[src/rtl/fbwrite_pkg.sv]
// fbwrite_pkg: framebuffer geometry, buffer layout and the FIFO entry format shared by the
// pixel writer and the display-side reader.
package fbwrite_pkg;
    localparam int FB_W = 256;
    localparam int FB_H = 240;
    localparam int CROP = 8;
    localparam logic [31:0] BUF1_OFS = 32'h0004_0000;

    typedef enum logic {IDLE, REQ} state_t;

    typedef struct packed {
        logic [7:0]  x;
        logic [7:0]  row;
        logic [23:0] pix;
    } px_t;

    // Byte offset inside the double buffer: buffer select lands on bit 18 (BUF1_OFS).
    function automatic logic [18:0] fb_offset(input logic sel, input logic [7:0] row, input logic [7:0] x);
        return {sel, row, x, 2'b00};
    endfunction
endpackage

[src/rtl/fbwrite_if.sv]
// fbwrite_if: PPU pixel stream, framebuffer memory port and status/control of the writer.
interface fbwrite_if #(parameter int ADDRW = 32);
    logic [8:0]       outx;
    logic [8:0]       outy;
    logic             pxvalid;
    logic [23:0]      pix;
    logic [ADDRW-1:0] fbaddr;
    logic [31:0]      fbdata;
    logic             fbreq;
    logic             fback;
    logic             framedone;
    logic             dispsel;
    logic             overflow;
    logic             clrovf;

    modport master (
        output outx, outy, pxvalid, pix, fback, clrovf,
        input  fbaddr, fbdata, fbreq, framedone, dispsel, overflow
    );

    modport slave (
        input  outx, outy, pxvalid, pix, fback, clrovf,
        output fbaddr, fbdata, fbreq, framedone, dispsel, overflow
    );
endinterface

[src/rtl/fbwrite_pxfifo.sv]
// pxfifo: synchronous FIFO of pixel entries; the caller never pops when empty and only
// pushes into a full FIFO in a cycle that also pops.
module pxfifo #(
    parameter int DEPTH = 16,
    parameter int W     = 40
) (
    input  logic         clk,
    input  logic         reset,
    input  logic         push,
    input  logic [W-1:0] din,
    input  logic         pop,
    output logic [W-1:0] dout,
    output logic         full,
    output logic         empty
);
    localparam int AW = $clog2(DEPTH);

    logic [W-1:0]  r_mem [DEPTH];
    logic [AW-1:0] r_wp;
    logic [AW-1:0] r_rp;
    logic [AW:0]   r_cnt;

    always_ff @(posedge clk)
        if (push) r_mem[r_wp] <= din;

    always_ff @(posedge clk or posedge reset) begin
        if (reset) begin
            r_wp  <= '0;
            r_rp  <= '0;
            r_cnt <= '0;
        end else begin
            if (push) r_wp <= r_wp + 1'b1;
            if (pop) r_rp <= r_rp + 1'b1;
            r_cnt <= r_cnt + (AW+1)'(push) - (AW+1)'(pop);
        end
    end

    assign dout  = r_mem[r_rp];
    assign full  = r_cnt == (AW+1)'(DEPTH);
    assign empty = r_cnt == '0;
endmodule

[src/rtl/fbwrite.sv]
// fbwrite: writes the PPU pixel stream into a double-buffered framebuffer over a req/ack port.
// Define OVERSCAN_CROP_EN to drop the top and bottom 8 lines and store 224 rows.
module fbwrite
    import fbwrite_pkg::*;
#(
    parameter int               ADDRW  = 32,
    parameter logic [ADDRW-1:0] FBBASE = 32'h0010_0000,
    parameter int               DEPTH  = 16
) (
    input logic       clk,
    input logic       reset,
    fbwrite_if.slave  bus
);
    logic             w_acc;
    logic             w_push;
    logic             w_pop;
    logic             w_ack;
    logic             w_full;
    logic             w_empty;
    logic [7:0]       w_row;
    px_t              w_din;
    px_t              w_dout;
    state_t           r_state;
    state_t           w_state_nx;
    logic [ADDRW-1:0] r_fbaddr;
    logic [31:0]      r_fbdata;
    logic             r_last;
    logic             r_framedone;
    logic             r_dispsel;
    logic             r_wsel;
    logic             r_overflow;

`ifdef OVERSCAN_CROP_EN
    localparam logic [7:0] LAST_ROW = 8'(FB_H - 2*CROP - 1);
    assign w_acc = bus.pxvalid && bus.outx < 9'(FB_W) && bus.outy >= 9'(CROP) && bus.outy < 9'(FB_H - CROP);
    assign w_row = 8'(bus.outy - 9'(CROP));
`else
    localparam logic [7:0] LAST_ROW = 8'(FB_H - 1);
    assign w_acc = bus.pxvalid && bus.outx < 9'(FB_W) && bus.outy < 9'(FB_H);
    assign w_row = bus.outy[7:0];
`endif

    assign w_din  = '{x: bus.outx[7:0], row: w_row, pix: bus.pix};
    // A full FIFO still takes the pixel when the head leaves in the same cycle.
    assign w_push = w_acc && (!w_full || w_pop);

    pxfifo #(.DEPTH(DEPTH), .W($bits(px_t))) u_fifo (
        .clk   (clk),
        .reset (reset),
        .push  (w_push),
        .din   (w_din),
        .pop   (w_pop),
        .dout  (w_dout),
        .full  (w_full),
        .empty (w_empty)
    );

    always_ff @(posedge clk or posedge reset)
        if (reset) r_state <= IDLE;
        else r_state <= w_state_nx;

    always_comb begin
        w_state_nx = r_state;
        w_pop      = 1'b0;
        w_ack      = 1'b0;
        if (r_state == IDLE) begin
            w_pop      = !w_empty;
            w_state_nx = w_empty ? IDLE : REQ;
        end else if (bus.fback) begin
            w_ack      = 1'b1;
            w_state_nx = IDLE;
        end
    end

    always_ff @(posedge clk or posedge reset) begin
        if (reset) begin
            r_fbaddr    <= '0;
            r_fbdata    <= '0;
            r_last      <= 1'b0;
            r_framedone <= 1'b0;
            r_dispsel   <= 1'b1;
            r_wsel      <= 1'b0;
            r_overflow  <= 1'b0;
        end else begin
            r_framedone <= w_ack && r_last;
            r_overflow  <= (w_acc && !w_push) ? 1'b1 : bus.clrovf ? 1'b0 : r_overflow;
            if (w_pop) begin
                r_fbaddr <= FBBASE + ADDRW'(fb_offset(r_wsel, w_dout.row, w_dout.x));
                r_fbdata <= {8'h00, w_dout.pix};
                r_last   <= w_dout.x == 8'hFF && w_dout.row == LAST_ROW;
            end
            // Swap only once the closing pixel is in memory, so the display never sees a partial frame.
            if (w_ack && r_last) begin
                r_dispsel <= r_wsel;
                r_wsel    <= ~r_wsel;
            end
        end
    end

    assign bus.fbaddr    = r_fbaddr;
    assign bus.fbdata    = r_fbdata;
    assign bus.fbreq     = r_state == REQ;
    assign bus.framedone = r_framedone;
    assign bus.dispsel   = r_dispsel;
    assign bus.overflow  = r_overflow;
endmodule
[src/flat_wrapper.sv]
// flat-port wrapper written by rule: the top's interface ports become plain ports
module fbwrite_flat import fbwrite_pkg::*;
#(
    parameter int               ADDRW  = 32,
    parameter logic [ADDRW-1:0] FBBASE = 32'h0010_0000,
    parameter int               DEPTH  = 16
)
  (clk, reset, bus_outx, bus_outy, bus_pxvalid, bus_pix, bus_fback, bus_clrovf, bus_fbaddr, bus_fbdata, bus_fbreq, bus_framedone, bus_dispsel, bus_overflow);
  fbwrite_if #(.ADDRW(ADDRW)) bus_i ();
  input logic clk;
  input logic reset;
  input wire logic [$bits(bus_i.outx)-1:0] bus_outx;
  input wire logic [$bits(bus_i.outy)-1:0] bus_outy;
  input wire logic [$bits(bus_i.pxvalid)-1:0] bus_pxvalid;
  input wire logic [$bits(bus_i.pix)-1:0] bus_pix;
  input wire logic [$bits(bus_i.fback)-1:0] bus_fback;
  input wire logic [$bits(bus_i.clrovf)-1:0] bus_clrovf;
  output wire logic [$bits(bus_i.fbaddr)-1:0] bus_fbaddr;
  output wire logic [$bits(bus_i.fbdata)-1:0] bus_fbdata;
  output wire logic [$bits(bus_i.fbreq)-1:0] bus_fbreq;
  output wire logic [$bits(bus_i.framedone)-1:0] bus_framedone;
  output wire logic [$bits(bus_i.dispsel)-1:0] bus_dispsel;
  output wire logic [$bits(bus_i.overflow)-1:0] bus_overflow;
  assign bus_i.outx = bus_outx;
  assign bus_i.outy = bus_outy;
  assign bus_i.pxvalid = bus_pxvalid;
  assign bus_i.pix = bus_pix;
  assign bus_i.fback = bus_fback;
  assign bus_i.clrovf = bus_clrovf;
  assign bus_fbaddr = bus_i.fbaddr;
  assign bus_fbdata = bus_i.fbdata;
  assign bus_fbreq = bus_i.fbreq;
  assign bus_framedone = bus_i.framedone;
  assign bus_dispsel = bus_i.dispsel;
  assign bus_overflow = bus_i.overflow;
  fbwrite #(.ADDRW(ADDRW), .FBBASE(FBBASE), .DEPTH(DEPTH)) u_core (.clk(clk), .reset(reset), .bus(bus_i));
endmodule
[config.mk]
export PLATFORM = sky130hd
export DESIGN_NAME = fbwrite_flat
export DESIGN_NICKNAME = d
export VERILOG_FILES = /design/src/rtl/fbwrite_pkg.sv /design/src/rtl/fbwrite_if.sv /design/src/rtl/fbwrite_pxfifo.sv /design/src/rtl/fbwrite.sv /design/src/flat_wrapper.sv
export SDC_FILE = /design/constraint.sdc
export NUM_CORES = 1
export LEC_CHECK = 0
export CAP_MARGIN = 20
export CORE_MARGIN = 2
export CORE_UTILIZATION = 38
export CTS_CLUSTER_DIAMETER = 60
export DETAILED_ROUTE_END_ITERATION = 6
export DONT_BUFFER_PORTS = 1
export GPL_TIMING_DRIVEN = 0
export HOLD_SLACK_MARGIN = 0.03
export PLACE_DENSITY = 0.63
export SYNTH_ARGS = -nofsm -noshare
export SYNTH_HDL_FRONTEND = slang
export SYNTH_SLANG_ARGS = --single-unit
[constraint.sdc]
create_clock -name clk -period 4 [get_ports clk]
set_input_delay 0.4 -clock clk [delete_from_list [all_inputs] [get_ports clk]]
set_output_delay 0.4 -clock clk [all_outputs]
set_load 0.1 [all_outputs]
==> metrics.yaml <==
reg2reg_from: "u_core.bus.fbreq"
fmax_mhz: 270
synth_cells: 1251
synth_compound_area_share_pct: 1.64
cts_tree: "built"
antenna_found_initial: 3
grt_overflow: 0
reg2reg_slack_ps: 300
ant_nets: 0
io_pins: 115
yosysUniqueCellTypes: 45
synth_area_leader_cell: "edfxtp_1"
cts_max_level: 3
grt_util_all_layers_pct: 17.4
cap_violations: 0
synthArstFlopShare_pct: 8.70
totalWireLength_um: 63100
drive_gt1_share_pct: 26.4
area_growth_syn_to_layout_pct: 18.3
start_kind: "register"
ys_seq_area_share_pct: 77.3
rows: 97
drt_iter0_markers: 1436
outcome: "finished, final reports clean"
final_util_pct: 45.3
cts.sinks: 701
synth_top_family_by_area: "multiplexers"
core_um2: 70000
critical_path.startpoint: "u_core.bus.fbreq"
holdCritPathClass: "input port to asynchronous set/reset pin"
period_needed_ps: 3700
clkTransAtPathRegs_ps: 60
synth_edf_count: 640
worst_slack_ps: 297
avgSynthCellArea_um2: 21.5
cts_buffer_depth: 3
syn_area_um2: 26800
io_buffers: 0
hpwl_um: 40400
worstPathRequired_ps: 4470
path_class: "register to register"
peakVddDrop_uv: 501
drv_slew: 0
finalHoldViolCount: 0
grt_pass1_wl_um: 91900
yosys.area_share.simple_pct: 2.72
muxShareOfSynthArea_pct: 15.2
synthFlopType: "edfxtp_1"
end_kind: "register"
nNetsFinal: 1479
tns_ps: 0
drc: 0
cts_setup_buffers: 0
worst_pin_slew_ps: 1170
cts_root_buf: "clkbuf_16"
place_congestion: 0.741
die_y_um: 270
numCtsBuffers: 70
wl_per_cell_um: 26.2
synth-xor-area-share_pct: 0.359
relSlewSlack_pct: 21.7
ys_top_cells_by_area: "edfxtp_1 (72%), mux4_2 (15%), dfrtp_1 (5.6%)"
skew_ps: 16.9
synth_seq_cells: 701
first_global_vias: 13300
vias: 12900
grt_max_degree: 40
initial_core_util_pct: 38.3
drt_pass1_iterations: 7
worst-path-max-fanout: 14
synthAdderAreaFrac_pct: 0.587
setup_viol: 0
yosysWarnings: 0
power_density_nw_per_um2: 701
die_w_um: 270
synth_top_area_share_pct: 71.6
p_leak_nw: 10.5
clkLatencyLatePin_ps: 600
dieArea_um2: 72800
period_share_pct: 92.6
rsz0062_at_grt: "no"
preCtsSetupSlack_ps: -145
arrival_ps: 4170
via_per_inst: 5.34
## critical path, stage by stage (launching register included)
cell,delay [ps]
dfrtp_1,840
or2_1,420
clkbuf_1,160
inv_1,690
ha_1,360
inv_1,60
ha_1,150
inv_1,60
fa_1,430
inv_1,70
a21oi_1,60
nor2_1,90
nor2_1,60
xnor2_1,110
## cell families (layout without fill, tap and decap cells)
| kind of cell | count (synthesis) | count (layout) |
|---|---|---|
| XOR/XNOR | 11 | 11 |
| AND/OR/NAND/NOR | 179 | 179 |
| multiplexers | 188 | 188 |
| AO/OA/AOI/OAI | 59 | 59 |
| flip-flops | 701 | 701 |
| buffers and inverters | 100 | 300 |
| other | 1 | 23 |
| adder cells (fa/ha/maj) | 12 | 12 |
## what timing repair did
| item | in CTS | in global routing |
|---|---|---|
| resized for setup | 1 | 1 |
| hold endpoints to repair | 665 | 0 |
| hold buffers | 44 | 0 |
| setup endpoints to repair | 1 | 1 |
| cloned | 0 | 0 |
## metrics by stage
step | power (W) | hold slack, ps | instance area, um2 | cells
final | 0.0223 | 285 | 31700 | 2413
after global routing | 0.0231 | 308 | 31700 | 2413
after CTS | 0.0225 | 293 | 31700 | 2413
after detailed placement | 0.0157 | 300 | 29000 | 2245
after global placement | 0.0155 | 482 | 28100 | 2212
after floorplan | 0.0140 | 449 | 26900 | 1272
## registers in the layout, indices dropped and copies added, names as in the netlist
name                  count
u_core.bus.fbreq          1
u_core.bus.framedone      1
u_core.u_fifo.r_mem     640
u_core.u_fifo.r_wp        4
u_core.r_wsel             1
u_core.r_last             1
u_core.bus.fbaddr        18
u_core.bus.fbdata        24
u_core.u_fifo.r_cnt       5
u_core.bus.dispsel        1
u_core.bus.overflow       1
u_core.u_fifo.r_rp        4
## layout by cell type, fill, tap and decap left out, types with 3 or more instances in the layout
cell	instances
mux2i_1	10
nor2_1	7
clkinv_1	9
edfxtp_1	640
nor2b_1	3
conb_1	22
buf_12	17
clkinvlp_4	5
nand4_1	7
buf_16	15
clkbuf_1	34
buf_8	4
dlygate4sd3_1	44
o21ai_0	6
buf_2	17
o221ai_1	3
xnor2_1	10
a22oi_1	26
clkbuf_16	71
dfrtp_1	60
buf_1	7
clkinv_2	10
a21oi_1	3
nand2b_1	4
a21o_1	5
nor2_4	12
inv_1	16
a211oi_1	3
buf_4	33
nor3_4	4
ha_1	11
nand2_1	135
mux4_2	176
bufinv_16	10
o22ai_1	5
## where the power goes
group          internal (W)  switching [W]  total [W]
clock               0.00395        0.00271    0.00666
sequential          0.00839        0.00171     0.0101
combinational       0.00246        0.00304    0.00550
total                0.0148        0.00747     0.0223
## cell usage after synthesis, types with 10 or more instances
master and count:
a22oi_1 26, clkbuf_1 20, edfxtp_1 640, dfrtp_1 60, mux2i_1 10, ha_1 11
inv_1 17, xnor2_1 10, mux4_2 176, buf_4 33, nor2_1 19, buf_2 17
nand2_1 135
## area by class of cell
cell class	count	area, um2
antenna	1	2.50
buffer	81	508
clock buffer	88	1860
clock inverter	36	439
fill	5845	38300
inverter	18	70.1
multi-input combinational	471	5740
sequential	701	20700
tap	940	1180
timing repair buffer	77	1200
## path summary, 6_finish.rpt
kind	to	cells after the start
max in group asynchronous	u_core.bus.dispsel	3
min in group clk	u_core.u_fifo.r_wp[0]	4
min reg2reg	u_core.r_wsel	1
min	u_core.u_fifo.r_wp[0]	2
max	u_core.u_fifo.r_cnt[4]	13
max reg2reg	u_core.u_fifo.r_cnt[4]	13
## layer usage
metal	up-vias	routed length [um]	track usage (%)
li1	5413	-	-
met1	6878	26000	23.6
met2	515	31700	29.3
met3	82	4320	3.39
met4	4	1100	4.08
met5	-	25	0
(Power assumes the default switching activity.)
